File: src/rtl/mem_arb.sv
// ============================================================================
// mem_arb : two-requester (fetch / load-store) single-port RAM arbiter
// Revision: 1.0
// ============================================================================
`default_nettype none

module mem_arb #(
    parameter int ADDR_W = 6,
    parameter int DATA_W = 32
) (
    input  logic              MEM_ARB_clk,
    input  logic              MEM_ARB_rst,
    input  logic              MEM_ARB_if_req,
    input  logic [31:0]       MEM_ARB_if_addr,
    input  logic              MEM_ARB_if_flush,
    output logic              MEM_ARB_if_gnt,
    output logic              MEM_ARB_if_valid,
    output logic [DATA_W-1:0] MEM_ARB_if_data,
    input  logic              MEM_ARB_ls_req,
    input  logic              MEM_ARB_ls_we,
    input  logic [31:0]       MEM_ARB_ls_addr,
    input  logic [DATA_W-1:0] MEM_ARB_ls_wdata,
    output logic              MEM_ARB_ls_gnt,
    output logic              MEM_ARB_ls_valid,
    output logic [DATA_W-1:0] MEM_ARB_ls_rdata,
    output logic [ADDR_W-1:0] MEM_ARB_ram_addr,
    output logic              MEM_ARB_ram_we,
    output logic [DATA_W-1:0] MEM_ARB_ram_wdata,
    input  logic [DATA_W-1:0] MEM_ARB_ram_rdata
);

    localparam logic [1:0] c_IDLE    = 2'd0;
    localparam logic [1:0] c_BUSY_IF = 2'd1;
    localparam logic [1:0] c_BUSY_LS = 2'd2;

    logic [1:0]        r_state;
    logic              r_ptr_ls;
    logic              r_if_gnt;
    logic              r_ls_gnt;
    logic              r_if_valid;
    logic              r_ls_valid;
    logic [DATA_W-1:0] r_if_data;
    logic [DATA_W-1:0] r_ls_rdata;
    logic [ADDR_W-1:0] r_ram_addr;
    logic              r_ram_we;
    logic [DATA_W-1:0] r_ram_wdata;

    logic w_idle;
    logic w_if_elig;
    logic w_ls_elig;
    logic w_contend;
    logic w_pick_if;
    logic w_pick_ls;
    logic w_unused;

    // A flushed fetch is not a candidate, so LS wins regardless of the pointer.
    assign w_idle    = (r_state == c_IDLE);
    assign w_if_elig = w_idle & MEM_ARB_if_req & ~MEM_ARB_if_flush;
    assign w_ls_elig = w_idle & MEM_ARB_ls_req;
    assign w_contend = w_if_elig & w_ls_elig;
    assign w_pick_if = w_if_elig & (~w_ls_elig | ~r_ptr_ls);
    assign w_pick_ls = w_ls_elig & ~w_pick_if;

    // Byte-offset and upper address bits never reach the word-addressed RAM.
    assign w_unused = ^{MEM_ARB_if_addr[31:ADDR_W+2], MEM_ARB_if_addr[1:0],
                        MEM_ARB_ls_addr[31:ADDR_W+2], MEM_ARB_ls_addr[1:0]};

    always_ff @(posedge MEM_ARB_clk) begin
        if (!MEM_ARB_rst) begin
            r_state     <= c_IDLE;
            r_ptr_ls    <= 1'b0;
            r_if_gnt    <= 1'b0;
            r_ls_gnt    <= 1'b0;
            r_if_valid  <= 1'b0;
            r_ls_valid  <= 1'b0;
            r_if_data   <= '0;
            r_ls_rdata  <= '0;
            r_ram_addr  <= '0;
            r_ram_we    <= 1'b0;
            r_ram_wdata <= '0;
        end else begin
            r_if_gnt   <= 1'b0;
            r_ls_gnt   <= 1'b0;
            r_if_valid <= 1'b0;
            r_ls_valid <= 1'b0;
            r_ram_we   <= 1'b0;
            case (r_state)
                c_IDLE: begin
                    if (w_pick_if) begin
                        r_if_gnt   <= 1'b1;
                        r_ram_addr <= MEM_ARB_if_addr[ADDR_W+1:2];
                        r_state    <= c_BUSY_IF;
                    end else if (w_pick_ls) begin
                        r_ls_gnt    <= 1'b1;
                        r_ram_addr  <= MEM_ARB_ls_addr[ADDR_W+1:2];
                        r_ram_we    <= MEM_ARB_ls_we;
                        r_ram_wdata <= MEM_ARB_ls_wdata;
                        r_state     <= c_BUSY_LS;
                    end
                    // Pointer favours the loser of a contended grant.
                    if (w_contend) begin
                        r_ptr_ls <= w_pick_if;
                    end
                end
                c_BUSY_IF: begin
                    if (!MEM_ARB_if_flush) begin
                        r_if_valid <= 1'b1;
                        r_if_data  <= MEM_ARB_ram_rdata;
                    end
                    r_state <= c_IDLE;
                end
                c_BUSY_LS: begin
                    r_ls_valid <= 1'b1;
                    // r_ram_we still marks the access in progress as a store.
                    if (!r_ram_we) begin
                        r_ls_rdata <= MEM_ARB_ram_rdata;
                    end
                    r_state <= c_IDLE;
                end
                default: begin
                    r_state <= c_IDLE;
                end
            endcase
        end
    end

    assign MEM_ARB_if_gnt    = r_if_gnt;
    assign MEM_ARB_ls_gnt    = r_ls_gnt;
    assign MEM_ARB_if_valid  = r_if_valid;
    assign MEM_ARB_ls_valid  = r_ls_valid;
    assign MEM_ARB_if_data   = r_if_data;
    assign MEM_ARB_ls_rdata  = r_ls_rdata;
    assign MEM_ARB_ram_addr  = r_ram_addr;
    assign MEM_ARB_ram_we    = r_ram_we;
    assign MEM_ARB_ram_wdata = r_ram_wdata;

endmodule

`default_nettype wire

File: config.mk
export PLATFORM = sky130hd
export DESIGN_NAME = mem_arb
export DESIGN_NICKNAME = d
export VERILOG_FILES = /design/src/rtl/mem_arb.sv
export SDC_FILE = /design/constraint.sdc
export NUM_CORES = 1
export LEC_CHECK = 0
export ABC_AREA = 1
export BUFFER_PORTS_ARGS = -buffer_cell sky130_fd_sc_hd__clkbuf_2
export CAP_MARGIN = 10
export CORE_MARGIN = 2
export CORE_UTILIZATION = 48
export DETAILED_ROUTE_END_ITERATION = 7
export GPL_TIMING_DRIVEN = 0
export PLACE_DENSITY_LB_ADDON = 0.05
export SLEW_MARGIN = 20
export SYNTH_ARGS = -nofsm -noshare
export SYNTH_HDL_FRONTEND = slang
export SYNTH_SLANG_ARGS = --single-unit
File: constraint.sdc
create_clock -name MEM_ARB_clk -period 2.49 [get_ports MEM_ARB_clk]
set_input_delay 0.249 -clock MEM_ARB_clk [delete_from_list [all_inputs] [get_ports MEM_ARB_clk]]
set_output_delay 0.249 -clock MEM_ARB_clk [all_outputs]
set_load 0.02 [all_outputs]
=== Yosys cells after proc, flatten, opt, wreduce, memory -nomap -nowiden ===
Index checks and enable logic that the tools add are counted.
Widths: inputs -> output; s select.

* Bits in registers: 110
* Input bits: 134
* Output and inout bits: 107
* Word-level logic and storage cells: 48

* Equality and inequality tests: 2
* Multiplexer cells: 8
* Bitwise operators: 15
* Reduce and logical (&&, ||, !) cells: 11

{| class="wikitable"
|+ Operators with widths
! cell !! count
|-
| $mux 6 || 2
|-
| $reduce_and 2->1 || 6
|-
| $not 1->1 || 8
|-
| $and 1x1->1 || 6
|-
| $mux 1 || 6
|-
| $reduce_or 4->1 || 1
|-
| $reduce_and 3->1 || 1
|-
| $reduce_or 3->1 || 1
|-
| $eq 2x1->1 const B || 1
|-
| $eq 2x2->1 const B || 1
|-
| $logic_not 2->1 || 1
|-
| $reduce_bool 2->1 || 1
|-
| $or 1x1->1 || 1
|}

=== Longest topological paths before layout ===
* Word-level depth: 9
* Gate-level depth with buffers: 9

=== Least setup slack after synthesis ===
Ideal clock, no wire load.

* Kind: register to register
* Start point: register r_state[0]
* End point: register r_ram_wdata[13] (netlist: MEM_ARB_ram_wdata[13])
* Library setup time: 0.115 ns
* Arrival time: 1.075 ns
* Required time: 2.375 ns
* Slack: 1.300 ns
* Stages on the path, launching flop included: 9
* Clock period less this slack: 1.190 ns
* Cell sequence: dfxtp_1 nor2_4 nand2_4 inv_2 buf_6 buf_6 nand3b_1 nand2_1 nor2_1

* Cells in the longest elaborated chain, start to end: 8

{| class="wikitable"
|+ Ends and longest elaborated chain
! item !! RTL line !! RTL
|-
| from (decl) || 36 || <nowiki>logic [1:0] r_state;</nowiki>
|-
| from (signal assigned) || 70 || <nowiki>r_state <= c_IDLE;</nowiki>
|-
| from (signal assigned) || 92 || <nowiki>r_state <= c_BUSY_IF;</nowiki>
|-
| from (signal assigned) || 98 || <nowiki>r_state <= c_BUSY_LS;</nowiki>
|-
| $logic_not 2->1 (*) || 57, 87 ||
|-
| $and 1x1->1 || 59 || <nowiki>assign w_ls_elig = w_idle & MEM_ARB_ls_req;</nowiki>
|-
| $not 1->1 || 61 || <nowiki>assign w_pick_if = w_if_elig & (~w_ls_elig | ~r_ptr_ls);</nowiki>
|-
| $or 1x1->1 || 61 ||
|-
| $and 1x1->1 || 61 ||
|-
| $not 1->1 (no source line) || - ||
|-
| $and 1x1->1 || 62 || <nowiki>assign w_pick_ls = w_ls_elig & ~w_pick_if;</nowiki>
|-
| $reduce_and 3->1 (no source line) (*) || - ||
|-
| to (signal assigned) || 97 || <nowiki>r_ram_wdata <= MEM_ARB_ls_wdata;</nowiki>
|-
| to (decl) || 46 || <nowiki>logic [DATA_W-1:0] r_ram_wdata;</nowiki>
|}

Every way passes the cells marked *; elsewhere a longest branch is shown, timed or not.
A chain may end at the register's enable or synchronous reset.

=== Worst setup path after layout ===
* Start point: register r_state[0]
* End point: register r_ram_addr[5] (netlist: MEM_ARB_ram_addr[5])

* Cells in the longest elaborated chain, start to end: 9

{| class="wikitable"
|+ Ends and longest elaborated chain
! item !! RTL line !! RTL
|-
| $logic_not 2->1 (*) || 57, 87 ||
|-
| $and 1x1->1 || 59 ||
|-
| $not 1->1 || 61 ||
|-
| $or 1x1->1 || 61 ||
|-
| $and 1x1->1 || 61 ||
|-
| $not 1->1 (no source line) || - ||
|-
| $and 1x1->1 || 62 ||
|-
| $reduce_bool 2->1 (no source line) || - ||
|-
| $reduce_and 2->1 (no source line) || - ||
|-
| to (signal assigned) || 91 || <nowiki>r_ram_addr <= MEM_ARB_if_addr[ADDR_W+1:2];</nowiki>
|-
| to (signal assigned) || 95 || <nowiki>r_ram_addr <= MEM_ARB_ls_addr[ADDR_W+1:2];</nowiki>
|-
| to (decl) || 44 || <nowiki>logic [ADDR_W-1:0] r_ram_addr;</nowiki>
|}

Marks and branches as above.

==> parameters.txt <==
Parameter                              Value

Pwr
  Power share of the combinational group ... 19.3%
  Portion of total power attributed to the clock network ... approximately 30%
  Sequential share of power ... 51.1%
  Net switching power ... 1160 µW
  Internal ... 2650 µW
  IR drop worst, VDD ... 0.350 mV
  Total power divided by cell area ... 673 nW/µm²
  Switching part of the total power ... 30.4%
  Static Leakage ... 0.00269 µW

Detailed routing
  Wire length on met1 ... 4760 µm
  Post-route antenna net violation count ... 0
  Met2 WL post-DR ... 5610 µm
  Met3 wire len ... between 900 and 1000 µm
  Via Count ... between 4000 and 5000
  # DRC ... 0
  Routed wirelength normalized by instance count ... between 10 and 15 µm
  Final Routed Wirelength ... between 10000 and 15000 µm
  Total iterations of the first detailed-routing run ... 4
  Initial DRC Count ... 114
  DR top layer ... met4
  Via-to-Cell Ratio ... about 5

Place
  Detailed Place HPWL ... 8700 µm
  Placed standard-cell area ... 5450 µm²
  Global placement routability congestion ... around 0.78
  Post-Place Setup Slack ... between 1 and 1.5 ns
  Port-buffer cells ... 187

Finish
  Share of cells above drive strength 1 ... 31.9%
  Finished Cell Area ... 5650 µm²
  Util after Layout ... 64.5%
  Layout-stage area growth over the synthesis result ... 29.1%
  Antenna fix cells ... 0
  Final #Nets ... 875

Timing
  Worst hold margin ... 0.114 ns
  Final setup skew ... 0.0120 ns
  Post-route fraction of the period consumed by the critical path ... between 50 and 60%
  Tmin final ... 1.45 ns
  Final number of max-transition violations ... 0
  Worst Tran Pin Value ... roughly 0.45 ns
  Count of endpoints failing setup in the final report ... 0
  Setup repair after global routing missed its margin ... no
  Endpoints failing hold ... 0
  Final TNS setup ... 0 ns
  Highest clock frequency the design can meet ... between 600 and 700 MHz
  Headroom to the max-slew limit ... 69.9%
  Final setup slack of the worst path ... ~1.0 ns

Global routing
  Pin count of the biggest net entering global routing ... 20
  Number of antenna violations at the first check in global routing ... 0
  GRT overflow ... 0
  Number of global-route vias before repair ... 3835
  Wire length of the first global-routing pass ... 18300 µm
  Global Route Usage Sum ... between 20% and 30%

Worst setup path
  Reg2reg setup slack ... 1.04 ns
  Slowest cell on the critical path ... sky130_fd_sc_hd__dfxtp_1
  Critical path's largest stage delay ... 0.39 ns
  Arrival time at the worst endpoint ... 1.72 ns
  Gate family responsible for the most delay along the worst path ... simple AND/OR/NAND/NOR gates
  Category of the worst setup path capture point ... register
  Crit Path Class ... reg2reg
  Crit path buffers/inverters ... 1
  Chain of cells forming the critical path ... nor2_4, nand3_1, nand2_1, nand3_1, nand2_1, inv_1
  Required arrival time at the worst endpoint ... 2.76 ns
  Startpoint kind of the worst setup timing path ... register
  Worst-path maximum fanout ... 8

Yosys
  Post-synth top cells ... sky130_fd_sc_hd__dfxtp_1 (110), sky130_fd_sc_hd__a21oi_1 (97), sky130_fd_sc_hd__inv_1 (78)
  Count of state elements after synthesis ... between 100 and 150
  Proportion of register bits with asynchronous set or reset after synthesis ... 0%
  Top-count cell post-synth ... sky130_fd_sc_hd__dfxtp_1
  Top post-synthesis cells by area ... sky130_fd_sc_hd__dfxtp_1 (50%), sky130_fd_sc_hd__a21oi_1 (11%), sky130_fd_sc_hd__o21ai_0 (7.4%)
  Number of synthesized flops with an enable pin ... 0
  Average size of a mapped cell ... 8.06 µm²
  Ys flop type ... sky130_fd_sc_hd__dfxtp_1
  Fraction of the mapped netlist area in compound gates ... 18.5%
  Multiplexer area fraction after synthesis ... 0%
  Seq/Total Area, Yosys ... 50.3%
  Count of unique library cells instantiated by Yosys ... 22
  Adder-cell area share of the yosys netlist ... 0%
  Synthesized net count ... 677
  Number of instances in the synthesized netlist ... 543
  Post-synth design cell area ... 4380 µm²
  Area share of xor/xnor cells in the synthesized design ... 0%
  Main combinational cell family by area after synthesis ... simple AND/OR/NAND/NOR gates
  Most area-hungry cell type in the Yosys netlist ... sky130_fd_sc_hd__dfxtp_1
  Share of the synthesized area in the top cell type ... 50.3%
  Post-synthesis share of cell area spent on and, or, nand and nor gates ... 18.6%
  Yosys warning count ... 0

Floorplanning
  Effective utilization at floorplan ... 49.9%
  Row count ... 34
  Area of the die ... a little under 10000 µm²
  Number of primary I/O pins ... 241
  Die width ... 99.5 µm
  Chip height ... 99.5 µm
  Floorplan Core Area ... 8760 µm²

Run status
  Outcome ... finished clean

Clock network
  Clock-pin slew on the worst setup and hold paths ... 0.10 ns
  # H-tree levels ... 3
  CTS tree ... built
  Buffer depth of the longest clock path ... 2
  Number of setup buffers added after CTS ... 0
  Root buffer cell ... sky130_fd_sc_hd__clkbuf_8
  CTS resizes ... 0
  Number of CTS-inserted buffers ... 9
  Clock latency of the later-clocked register in the worst-skew pair ... approximately 0.37 ns
  Number of clock sinks ... 110
  Count of hold buffers inserted by post-cts repair ... 0

Job
  Number of maximum-capacitance violations ... 0

Worst hold path
  Type of the most critical hold path ... in2reg
cell families (layout without fill, tap and decap cells):
group | count (synthesis) | in the layout
flip-flops | 110 | 110
buffers and inverters | 119 | 322
AND/OR/NAND/NOR | 152 | 152
AO/OA/AOI/OAI | 162 | 162
area by class of cell:
cell class / count / area, µm²
inverters: 81 / 304
clock buffers: 10 / 128
fillers: 830 / 3110
flip-flops and latches: 110 / 2200
plain buffers: 38 / 246
clock inverters: 6 / 76.3
repair buffers: 187 / 936
multi-input cells: 314 / 1620
well taps: 108 / 135
registers in the layout, summed over array words and instances (netlist names):
register           flops
MEM_ARB_if_data       32
MEM_ARB_if_gnt         1
MEM_ARB_if_valid       1
MEM_ARB_ls_gnt         1
MEM_ARB_ls_rdata      32
MEM_ARB_ls_valid       1
MEM_ARB_ram_addr       6
MEM_ARB_ram_wdata     32
MEM_ARB_ram_we         1
r_ptr_ls               1
r_state                2
worst reg2reg max path, delay by kind of cell (launching register included):
kind	cells	cell delay [ns]
buffers and inverters	1	0.03
and+or+nand+nor	5	0.94
DFF	1	0.39
layout by cell type (no fill, tap or decap), drive strengths merged:
master  instances
dfxtp         110
o21ai          65
nor3b           1
nor2           37
nand3b         39
nor3            3
buf            25
a21oi          97
clkbuf        210
clkinv          1
inv            85
bufinv          1
nand3          16
nand2          56
path summary, 6_finish.rpt:
kind,cells past startpoint,start,endpoint
max,6,r_state[0],MEM_ARB_ram_addr[5]
min,2,MEM_ARB_ls_we,MEM_ARB_ram_we
max reg2reg,6,r_state[0],MEM_ARB_ram_addr[5]
min reg2reg,2,MEM_ARB_ls_rdata[0],MEM_ARB_ls_rdata[0]
power groups by stage:
stage	logic, µW	clock network [µW]	registers [µW]
floorplan	330	0	2120
global route	816	1210	1960
finish	735	1120	1940
detailed placement	741	0	1980
CTS	742	1140	1940
global placement	726	0	1980
routing by layer:
layer | global-route usage (%) | up-vias
li1 | - | 2147
met1 | 28.2 | 1862
met2 | 38.6 | 136
met3 | 6.32 | 14
met4 | 8.11 | 0
met5 | 0 | -
stage by stage:
step           instances  total power (µW)
3_3_place_gp         838              2700
5_1_grt              854              3990
3_5_place_dp         838              2720
6_report             854              3800
4_1_cts              854              3830
2_1_floorplan        543              2450
(Power assumes the default switching activity.)
